## src/rtl/traffic_preempt_scheduler_pkg.sv

```systemverilog
// traffic_pkg: shared types and default timing for the intersection
// scheduler and the phase controller it sits above.
//   state_e      : scheduler state encoding, exported on state_dbg
//   DIR_T1/DIR_T2: approach / crossing indices
//   *_DEF        : default dwell lengths in ticks
package traffic_pkg;

   typedef enum logic [2:0] {
      ST_IDLE    = 3'd0,
      ST_CLEAR   = 3'd1,
      ST_PREEMPT = 3'd2,
      ST_RECOVER = 3'd3,
      ST_WALK    = 3'd4
   } state_e;

   localparam logic DIR_T1 = 1'b0;
   localparam logic DIR_T2 = 1'b1;

   localparam int unsigned EMG_HOLD_DEF     = 10;
   localparam int unsigned EMG_MAX_DEF      = 30;
   localparam int unsigned CLEAR_MAX_DEF    = 8;
   localparam int unsigned RECOVER_TIME_DEF = 3;
   localparam int unsigned WALK_TIME_DEF    = 15;
   localparam int unsigned BUZZER_TIME_DEF  = 5;

   function automatic logic [1:0] dir_onehot(input logic dir);
      return dir ? 2'b10 : 2'b01;
   endfunction

endpackage

```

## src/rtl/traffic_preempt_scheduler_if.sv

```systemverilog
// Handshake/status bundle between the scheduler and its environment.
//   master: drives tick, emg_req, ped_btn, ctrl_safe; observes the rest
//   slave : the scheduler itself
interface traffic_preempt_scheduler_if;
   logic       tick;
   logic [1:0] emg_req;
   logic [1:0] ped_btn;
   logic       ctrl_safe;
   logic       hold;
   logic [1:0] preempt_green;
   logic [1:0] walk_grant;
   logic       buzzer;
   logic [1:0] ped_pending;
   logic       clear_fault;
   logic [2:0] state_dbg;

   modport master (
      output tick, emg_req, ped_btn, ctrl_safe,
      input  hold, preempt_green, walk_grant, buzzer, ped_pending,
             clear_fault, state_dbg
   );

   modport slave (
      input  tick, emg_req, ped_btn, ctrl_safe,
      output hold, preempt_green, walk_grant, buzzer, ped_pending,
             clear_fault, state_dbg
   );
endinterface

```

## src/rtl/traffic_preempt_scheduler_rr_arbiter2.sv

```systemverilog
// rr_arbiter2: two-requester round-robin picker, purely combinational.
//   req_i     : request vector
//   last_i    : index served most recently (loses a tie)
//   gnt_idx_o : chosen index (meaningful only when gnt_vld_o)
//   gnt_vld_o : at least one request present
module rr_arbiter2 (
   input  logic [1:0] req_i,
   input  logic       last_i,
   output logic       gnt_idx_o,
   output logic       gnt_vld_o
);
   always_comb begin
      gnt_vld_o = |req_i;
      if (&req_i) gnt_idx_o = ~last_i;
      else        gnt_idx_o = req_i[1];
   end
endmodule

```

## src/rtl/traffic_preempt_scheduler.sv

```systemverilog
// traffic_preempt_scheduler: arbitrates emergency preemption and
// pedestrian walk requests above the phase controller.
//   clk, rst : clock, asynchronous active-high reset
//   bus      : slave side of traffic_preempt_scheduler_if (tick strobe,
//              requests, ctrl_safe in; hold, grants, buzzer, pending,
//              clear_fault, state_dbg out)
// All outputs are registered from next-state values, so they move
// together with state_dbg.
module traffic_preempt_scheduler
   import traffic_pkg::*;
#(
   parameter int unsigned EMG_HOLD     = EMG_HOLD_DEF,
   parameter int unsigned EMG_MAX      = EMG_MAX_DEF,
   parameter int unsigned CLEAR_MAX    = CLEAR_MAX_DEF,
   parameter int unsigned RECOVER_TIME = RECOVER_TIME_DEF,
   parameter int unsigned WALK_TIME    = WALK_TIME_DEF,
   parameter int unsigned BUZZER_TIME  = BUZZER_TIME_DEF
) (
   input logic                       clk,
   input logic                       rst,
   traffic_preempt_scheduler_if.slave bus
);
   localparam logic [7:0] EMG_HOLD_C  = 8'(EMG_HOLD);
   localparam logic [7:0] EMG_MAX_C   = 8'(EMG_MAX);
   localparam logic [7:0] CLEAR_C     = 8'(CLEAR_MAX);
   localparam logic [7:0] RECOVER_C   = 8'(RECOVER_TIME);
   localparam logic [7:0] WALK_C      = 8'(WALK_TIME);
   localparam logic [7:0] BUZZER_C    = 8'(BUZZER_TIME);

   state_e     state_q, state_d;
   logic [7:0] timer_q, timer_d, total_q, total_d, tot_inc;
   logic       emg_dir_q, emg_dir_d, ped_dir_q, ped_dir_d;
   logic       rr_emg_q, rr_emg_d, rr_ped_q, rr_ped_d;
   logic [1:0] pend_q, pend_d;
   logic       fault_q, fault_d;
   logic       hold_q, buzzer_q;
   logic [1:0] pg_q, wg_q;

   logic emg_gnt, emg_vld, ped_gnt, ped_vld, expire;
   logic enter_clear, enter_preempt, enter_recover, enter_walk, enter_idle;

   rr_arbiter2 u_emg_arb (
      .req_i(bus.emg_req), .last_i(rr_emg_q),
      .gnt_idx_o(emg_gnt), .gnt_vld_o(emg_vld)
   );

   // Uses the latched requests: a press becomes servable one cycle later.
   rr_arbiter2 u_ped_arb (
      .req_i(pend_q), .last_i(rr_ped_q),
      .gnt_idx_o(ped_gnt), .gnt_vld_o(ped_vld)
   );

   assign tot_inc = total_q + 8'd1;
   assign expire  = bus.tick && (timer_q == 8'd1);

   always_comb begin
      state_d       = state_q;
      timer_d       = timer_q;
      total_d       = total_q;
      emg_dir_d     = emg_dir_q;
      ped_dir_d     = ped_dir_q;
      rr_emg_d      = rr_emg_q;
      rr_ped_d      = rr_ped_q;
      fault_d       = fault_q;
      enter_clear   = 1'b0;
      enter_preempt = 1'b0;
      enter_recover = 1'b0;
      enter_walk    = 1'b0;
      enter_idle    = 1'b0;
      // A press for the crossing currently walking is dropped.
      pend_d = pend_q | (bus.ped_btn &
               ((state_q == ST_WALK) ? ~dir_onehot(ped_dir_q) : 2'b11));

      case (state_q)
         ST_IDLE: begin
            if (emg_vld)                       enter_clear = 1'b1;
            else if (ped_vld && bus.ctrl_safe) enter_walk  = 1'b1;
         end
         ST_CLEAR: begin
            if (bus.ctrl_safe) enter_preempt = 1'b1;
            else if (expire) begin
               enter_preempt = 1'b1;
               fault_d       = 1'b1;
            end
         end
         ST_PREEMPT: begin
            if (bus.tick) begin
               total_d = tot_inc;
               if (tot_inc >= EMG_MAX_C) enter_recover = 1'b1;
               // Past minimum dwell the timer parks at 1 while requested.
               else if (timer_q == 8'd1) enter_recover = ~bus.emg_req[emg_dir_q];
            end
         end
         ST_RECOVER: begin
            if (expire) begin
               if (emg_vld)      enter_clear = 1'b1;
               else if (ped_vld) enter_walk  = 1'b1;
               else              enter_idle  = 1'b1;
            end
         end
         ST_WALK: begin
            if (emg_vld) enter_clear = 1'b1;
            else if (expire) begin
               if (ped_vld) enter_walk = 1'b1;
               else         enter_idle = 1'b1;
            end
         end
         default: enter_idle = 1'b1;
      endcase

      // Non-expiry ticks count down; a state entry reloads below.
      if (bus.tick && timer_q > 8'd1) timer_d = timer_q - 8'd1;

      if (enter_clear) begin
         state_d   = ST_CLEAR;
         emg_dir_d = emg_gnt;
         timer_d   = CLEAR_C;
      end
      if (enter_preempt) begin
         state_d  = ST_PREEMPT;
         rr_emg_d = emg_dir_q;
         timer_d  = EMG_HOLD_C;
         total_d  = 8'd0;
      end
      if (enter_recover) begin
         state_d = ST_RECOVER;
         timer_d = RECOVER_C;
      end
      if (enter_walk) begin
         state_d   = ST_WALK;
         ped_dir_d = ped_gnt;
         rr_ped_d  = ped_gnt;
         pend_d    = pend_d & ~dir_onehot(ped_gnt);
         timer_d   = WALK_C;
      end
      if (enter_idle) begin
         state_d = ST_IDLE;
         timer_d = 8'd0;
      end
   end

   always_ff @(posedge clk or posedge rst) begin
      if (rst) begin
         state_q   <= ST_IDLE;
         timer_q   <= 8'd0;
         total_q   <= 8'd0;
         emg_dir_q <= 1'b0;
         ped_dir_q <= 1'b0;
         rr_emg_q  <= 1'b1;
         rr_ped_q  <= 1'b1;
         pend_q    <= 2'b00;
         fault_q   <= 1'b0;
         hold_q    <= 1'b0;
         buzzer_q  <= 1'b0;
         pg_q      <= 2'b00;
         wg_q      <= 2'b00;
      end else begin
         state_q   <= state_d;
         timer_q   <= timer_d;
         total_q   <= total_d;
         emg_dir_q <= emg_dir_d;
         ped_dir_q <= ped_dir_d;
         rr_emg_q  <= rr_emg_d;
         rr_ped_q  <= rr_ped_d;
         pend_q    <= pend_d;
         fault_q   <= fault_d;
         hold_q    <= (state_d != ST_IDLE);
         buzzer_q  <= (state_d == ST_WALK) && (timer_d <= BUZZER_C);
         pg_q      <= (state_d == ST_PREEMPT) ? dir_onehot(emg_dir_d) : 2'b00;
         wg_q      <= (state_d == ST_WALK)    ? dir_onehot(ped_dir_d) : 2'b00;
      end
   end

   assign bus.hold          = hold_q;
   assign bus.preempt_green = pg_q;
   assign bus.walk_grant    = wg_q;
   assign bus.buzzer        = buzzer_q;
   assign bus.ped_pending   = pend_q;
   assign bus.clear_fault   = fault_q;
   assign bus.state_dbg     = state_q;

endmodule
```

## src/flat_wrapper.sv

```systemverilog
// flat-port wrapper written by rule: the top's interface ports become plain ports
module traffic_preempt_scheduler_flat import traffic_pkg::*;
#(
   parameter int unsigned EMG_HOLD     = EMG_HOLD_DEF,
   parameter int unsigned EMG_MAX      = EMG_MAX_DEF,
   parameter int unsigned CLEAR_MAX    = CLEAR_MAX_DEF,
   parameter int unsigned RECOVER_TIME = RECOVER_TIME_DEF,
   parameter int unsigned WALK_TIME    = WALK_TIME_DEF,
   parameter int unsigned BUZZER_TIME  = BUZZER_TIME_DEF
)
  (clk, rst, bus_tick, bus_emg_req, bus_ped_btn, bus_ctrl_safe, bus_hold, bus_preempt_green, bus_walk_grant, bus_buzzer, bus_ped_pending, bus_clear_fault, bus_state_dbg);
  traffic_preempt_scheduler_if bus_i ();
  input logic clk;
  input logic rst;
  input wire logic [$bits(bus_i.tick)-1:0] bus_tick;
  input wire logic [$bits(bus_i.emg_req)-1:0] bus_emg_req;
  input wire logic [$bits(bus_i.ped_btn)-1:0] bus_ped_btn;
  input wire logic [$bits(bus_i.ctrl_safe)-1:0] bus_ctrl_safe;
  output wire logic [$bits(bus_i.hold)-1:0] bus_hold;
  output wire logic [$bits(bus_i.preempt_green)-1:0] bus_preempt_green;
  output wire logic [$bits(bus_i.walk_grant)-1:0] bus_walk_grant;
  output wire logic [$bits(bus_i.buzzer)-1:0] bus_buzzer;
  output wire logic [$bits(bus_i.ped_pending)-1:0] bus_ped_pending;
  output wire logic [$bits(bus_i.clear_fault)-1:0] bus_clear_fault;
  output wire logic [$bits(bus_i.state_dbg)-1:0] bus_state_dbg;
  assign bus_i.tick = bus_tick;
  assign bus_i.emg_req = bus_emg_req;
  assign bus_i.ped_btn = bus_ped_btn;
  assign bus_i.ctrl_safe = bus_ctrl_safe;
  assign bus_hold = bus_i.hold;
  assign bus_preempt_green = bus_i.preempt_green;
  assign bus_walk_grant = bus_i.walk_grant;
  assign bus_buzzer = bus_i.buzzer;
  assign bus_ped_pending = bus_i.ped_pending;
  assign bus_clear_fault = bus_i.clear_fault;
  assign bus_state_dbg = bus_i.state_dbg;
  traffic_preempt_scheduler #(.EMG_HOLD(EMG_HOLD), .EMG_MAX(EMG_MAX), .CLEAR_MAX(CLEAR_MAX), .RECOVER_TIME(RECOVER_TIME), .WALK_TIME(WALK_TIME), .BUZZER_TIME(BUZZER_TIME)) u_core (.clk(clk), .rst(rst), .bus(bus_i));
endmodule
```

## config.mk

```make
export PLATFORM = sky130hd
export DESIGN_NAME = traffic_preempt_scheduler_flat
export DESIGN_NICKNAME = d
export VERILOG_FILES = /design/src/rtl/traffic_preempt_scheduler_pkg.sv /design/src/rtl/traffic_preempt_scheduler_if.sv /design/src/rtl/traffic_preempt_scheduler_rr_arbiter2.sv /design/src/rtl/traffic_preempt_scheduler.sv /design/src/flat_wrapper.sv
export SDC_FILE = /design/constraint.sdc
export NUM_CORES = 1
export LEC_CHECK = 0
export CAP_MARGIN = 20
export CELL_PAD_IN_SITES_DETAIL_PLACEMENT = 0
export CELL_PAD_IN_SITES_GLOBAL_PLACEMENT = 2
export CORE_MARGIN = 3
export CORE_UTILIZATION = 35
export DETAILED_ROUTE_END_ITERATION = 16
export HOLD_SLACK_MARGIN = 0.08
export PLACE_DENSITY_LB_ADDON = 0.1
export SETUP_SLACK_MARGIN = 0.1
export SLEW_MARGIN = 5
export SYNTH_ARGS = -nofsm -noshare
export SYNTH_HDL_FRONTEND = slang
export SYNTH_SLANG_ARGS = --single-unit
```

## constraint.sdc

```tcl
create_clock -name clk -period 2.4 [get_ports clk]
set_input_delay 0.48 -clock clk [delete_from_list [all_inputs] [get_ports clk]]
set_output_delay 0.48 -clock clk [all_outputs]
set_load 0.01 [all_outputs]
```

==> flow_metrics.py <==
metrics = {
    "status": {
        "status": "complete, no violations",
    },
    "clock_tree": {
        "clkTransAtPathRegs_ps": 60,
        "root_buffer": "clkbuf_8",
        "clock_latency_ps": 290,
        "cts_hold_buf": 0,
        "cts.sinks": 32,
        "h-tree-depth": 2,
        "numCtsBuffers": 5,
        "clock_path_buffers": 2,
        "cts_tree": "yes",
    },
    "grt": {
        "grt_overflow_total": 0,
        "grt_pass1_vias": 1733,
        "grt_start_max_net_pins": 33,
        "track_usage_pct": 16.8,
        "grt_pass1_wl_mm": 8.17,
        "antenna_found_initial": 0,
    },
    "synthesis": {
        "ys_ff_latch": 32,
        "synth_edf_count": 0,
        "synth_top_area_share_pct": 40.8,
        "ys_seq_area_share_pct": 43.7,
        "synth_area_leaders": "dfrtp_1, nor2_1, xor2_1",
        "ys_async_sr_fraction_pct": 100,
        "synthesis.area_um2": 1840,
        "synthDistinctLibCells": 55,
        "ys_warn_count": 0,
        "synth_ff_type": "dfrtp_1",
        "yosysTopAreaCell": "dfrtp_1",
        "synth_fp_nets": 202,
        "syn_avg_cell_area_um2": 9.68,
        "syn-instance-count": 190,
    },
    "worst_setup_path": {
        "max_stage_delay_ps": 580,
        "cp_max_fo": 5,
        "cp.required_ps": 2590,
        "cp_top_family": "simple AND/OR/NAND/NOR gates",
        "cp_slowest_cell": "or4b_1",
        "path_class": "flip-flop to flip-flop",
        "cp-start-kind": "flip-flop",
        "end_kind": "flip-flop",
        "crit_top_cell": "or4b_1",
        "r2r-start": "u_core.timer_q[2]",
        "path_cells": "or4b_1 -> a31oi_4 -> xor2_1 -> nor3_2 -> or4b_1 -> a221oi_2",
        "cp.arrival_ps": 2450,
        "cp_num_buf_inv": 0,
        "startpoint": "u_core.timer_q[2]",
    },
    "routing": {
        "firstDrtPassIters": 4,
        "num_vias": 1626,
        "drc": 0,
        "drt_wl_total_mm": 4.65,
        "wl_per_cell_um": 15.2,
        "detail-route-antenna-nets": 0,
        "drtIter0Drc": 90,
        "routed_via_density": 5.31,
    },
    "pwr": {
        "leakage_nw": 1.09,
        "ir_drop_mv": 0.450,
        "power_w": 0.00273,
        "power_density_nw_per_um2": 1120,
    },
    "floorplanning": {
        "die_w_um": 78.5,
        "dieHeight_um": 78.5,
        "core_um2": 4910,
        "pin_count": 20,
        "initial_core_util_pct": 37.5,
        "die-area_um2": 6160,
        "core.rowCount": 25,
    },
    "finish": {
        "final_core_util_pct": 49.6,
        "drive_gt1_share_pct": 22.2,
        "layout_commonest_cell": "dfrtp_1",
        "synthToLayoutAreaGrowth_pct": 32.4,
        "nets": 250,
        "num_antenna_cells": 0,
        "final_cell_mix": "dfrtp_1, buf_4, nor2_1, clkdlybuf4s50_1, nand2_1",
    },
    "timing": {
        "maxSlewViolCount": 0,
        "finalCritPeriodShare_pct": 93.8,
        "worst_slack_ps": 148,
        "finalSetupViolCount": 0,
        "worst_pin_slew_ps": 418,
        "slew_headroom_pct": 72.2,
        "max_freq_ghz": 0.444,
        "rsz0062_at_grt": "true",
        "clock-skew-final_ps": 2.09,
        "hold_violations": 0,
        "period_minus_slack_ps": 2250,
    },
    "flow_run": {
        "maxCapViolCount": 0,
    },
    "hold_path": {
        "worstHoldStart": "u_core.rr_emg_q",
        "hold_class": "flip-flop to flip-flop",
    },
    "placed_design": {
        "dpl.hpwl_mm": 3.41,
        "place_ws_ps": -312,
        "port_buffers": 19,
        "gp_congestion": 0.840,
    },
}
## what timing repair did
action                                  CTS  global route
setup buffers                             1             0
gates resized for setup                   2             8
endpoints found under the setup margin    2             8
pin swaps                                 1             0
## stage by stage
stage          hold WS, ps  cell area (µm²)  std cells  TNS (ps)
2_1_floorplan          439             1840        190         0
3_3_place_gp           445             2290        297     -2210
3_5_place_dp           453             2290        297     -2210
4_1_cts                461             2400        306         0
5_1_grt                487             2440        306     -22.4
6_report               460             2440        306         0
## sequential cells by signal (all words and copies together) (netlist names), 2 cells and up
register                  flops
u_core.bus.ped_pending        2
u_core.bus.preempt_green      2
u_core.bus.state_dbg          3
u_core.bus.walk_grant         2
u_core.timer_q                8
u_core.total_q                8
## report_power, final
group          internal (W)  switching, W
sequential         0.000724      0.000189
clock              0.000234      0.000196
combinational      0.000675      0.000713
## worst min-delay path, delay by kind of cell, from the launching register on
| family | cells | cell delay (ps) |
|---|---|---|
| simple gates | 2 | 90 |
| flops | 1 | 370 |
## cell type report
cell class	count	area, µm²
clock buffer	8	90.1
inverter	10	37.5
sequential	32	805
tap	67	83.8
multi-input combinational	143	1020
timing repair buffer	46	404
fill	489	2470
## cells in the mapped netlist (all sizes together) (4+ instances only)
master   n
nand2   13
o21ai    5
a21o     4
xnor2    7
nor2    22
nand3    7
nor3     4
ha       4
o21a     6
xor2     8
a21oi   10
dfrtp   30
nor4     6
inv     10
and3     5
## per-layer routing
metal	global-route usage (%)	vias to the layer above	share of wire, %
li1	-	791	-
met1	22.5	794	47
met2	25.9	37	47
met3	4.24	4	4.9
met4	6.47	0	0.82
met5	0	-	0
## cells by family (layout without fill, tap and decap cells)
kind of cell / count (synthesis) / in the layout / synth area share, %
simple gates: 76 / 76 / 22.9
compound gates: 46 / 46 / 19.0
flops: 32 / 32 / 43.7
xor+xnor: 15 / 15 / 7.14
buf+inv: 15 / 64 / 3.47
fa+ha+maj: 4 / 4 / 2.72
mux: 2 / 2 / 1.16
## worst paths after layout
path	slack (ps)	end	cells after the start
setup reg to reg	150	u_core.bus.buzzer	6
hold / removal	460	u_core.rr_emg_q	2
min in group asynchronous	580	u_core.bus.state_dbg[2]	3
setup / recovery	150	u_core.bus.buzzer	6
hold reg to reg	460	u_core.rr_emg_q	2
max in group asynchronous	1490	u_core.rr_emg_q	3
No activity file was read; power rests on OpenSTA's default activity.
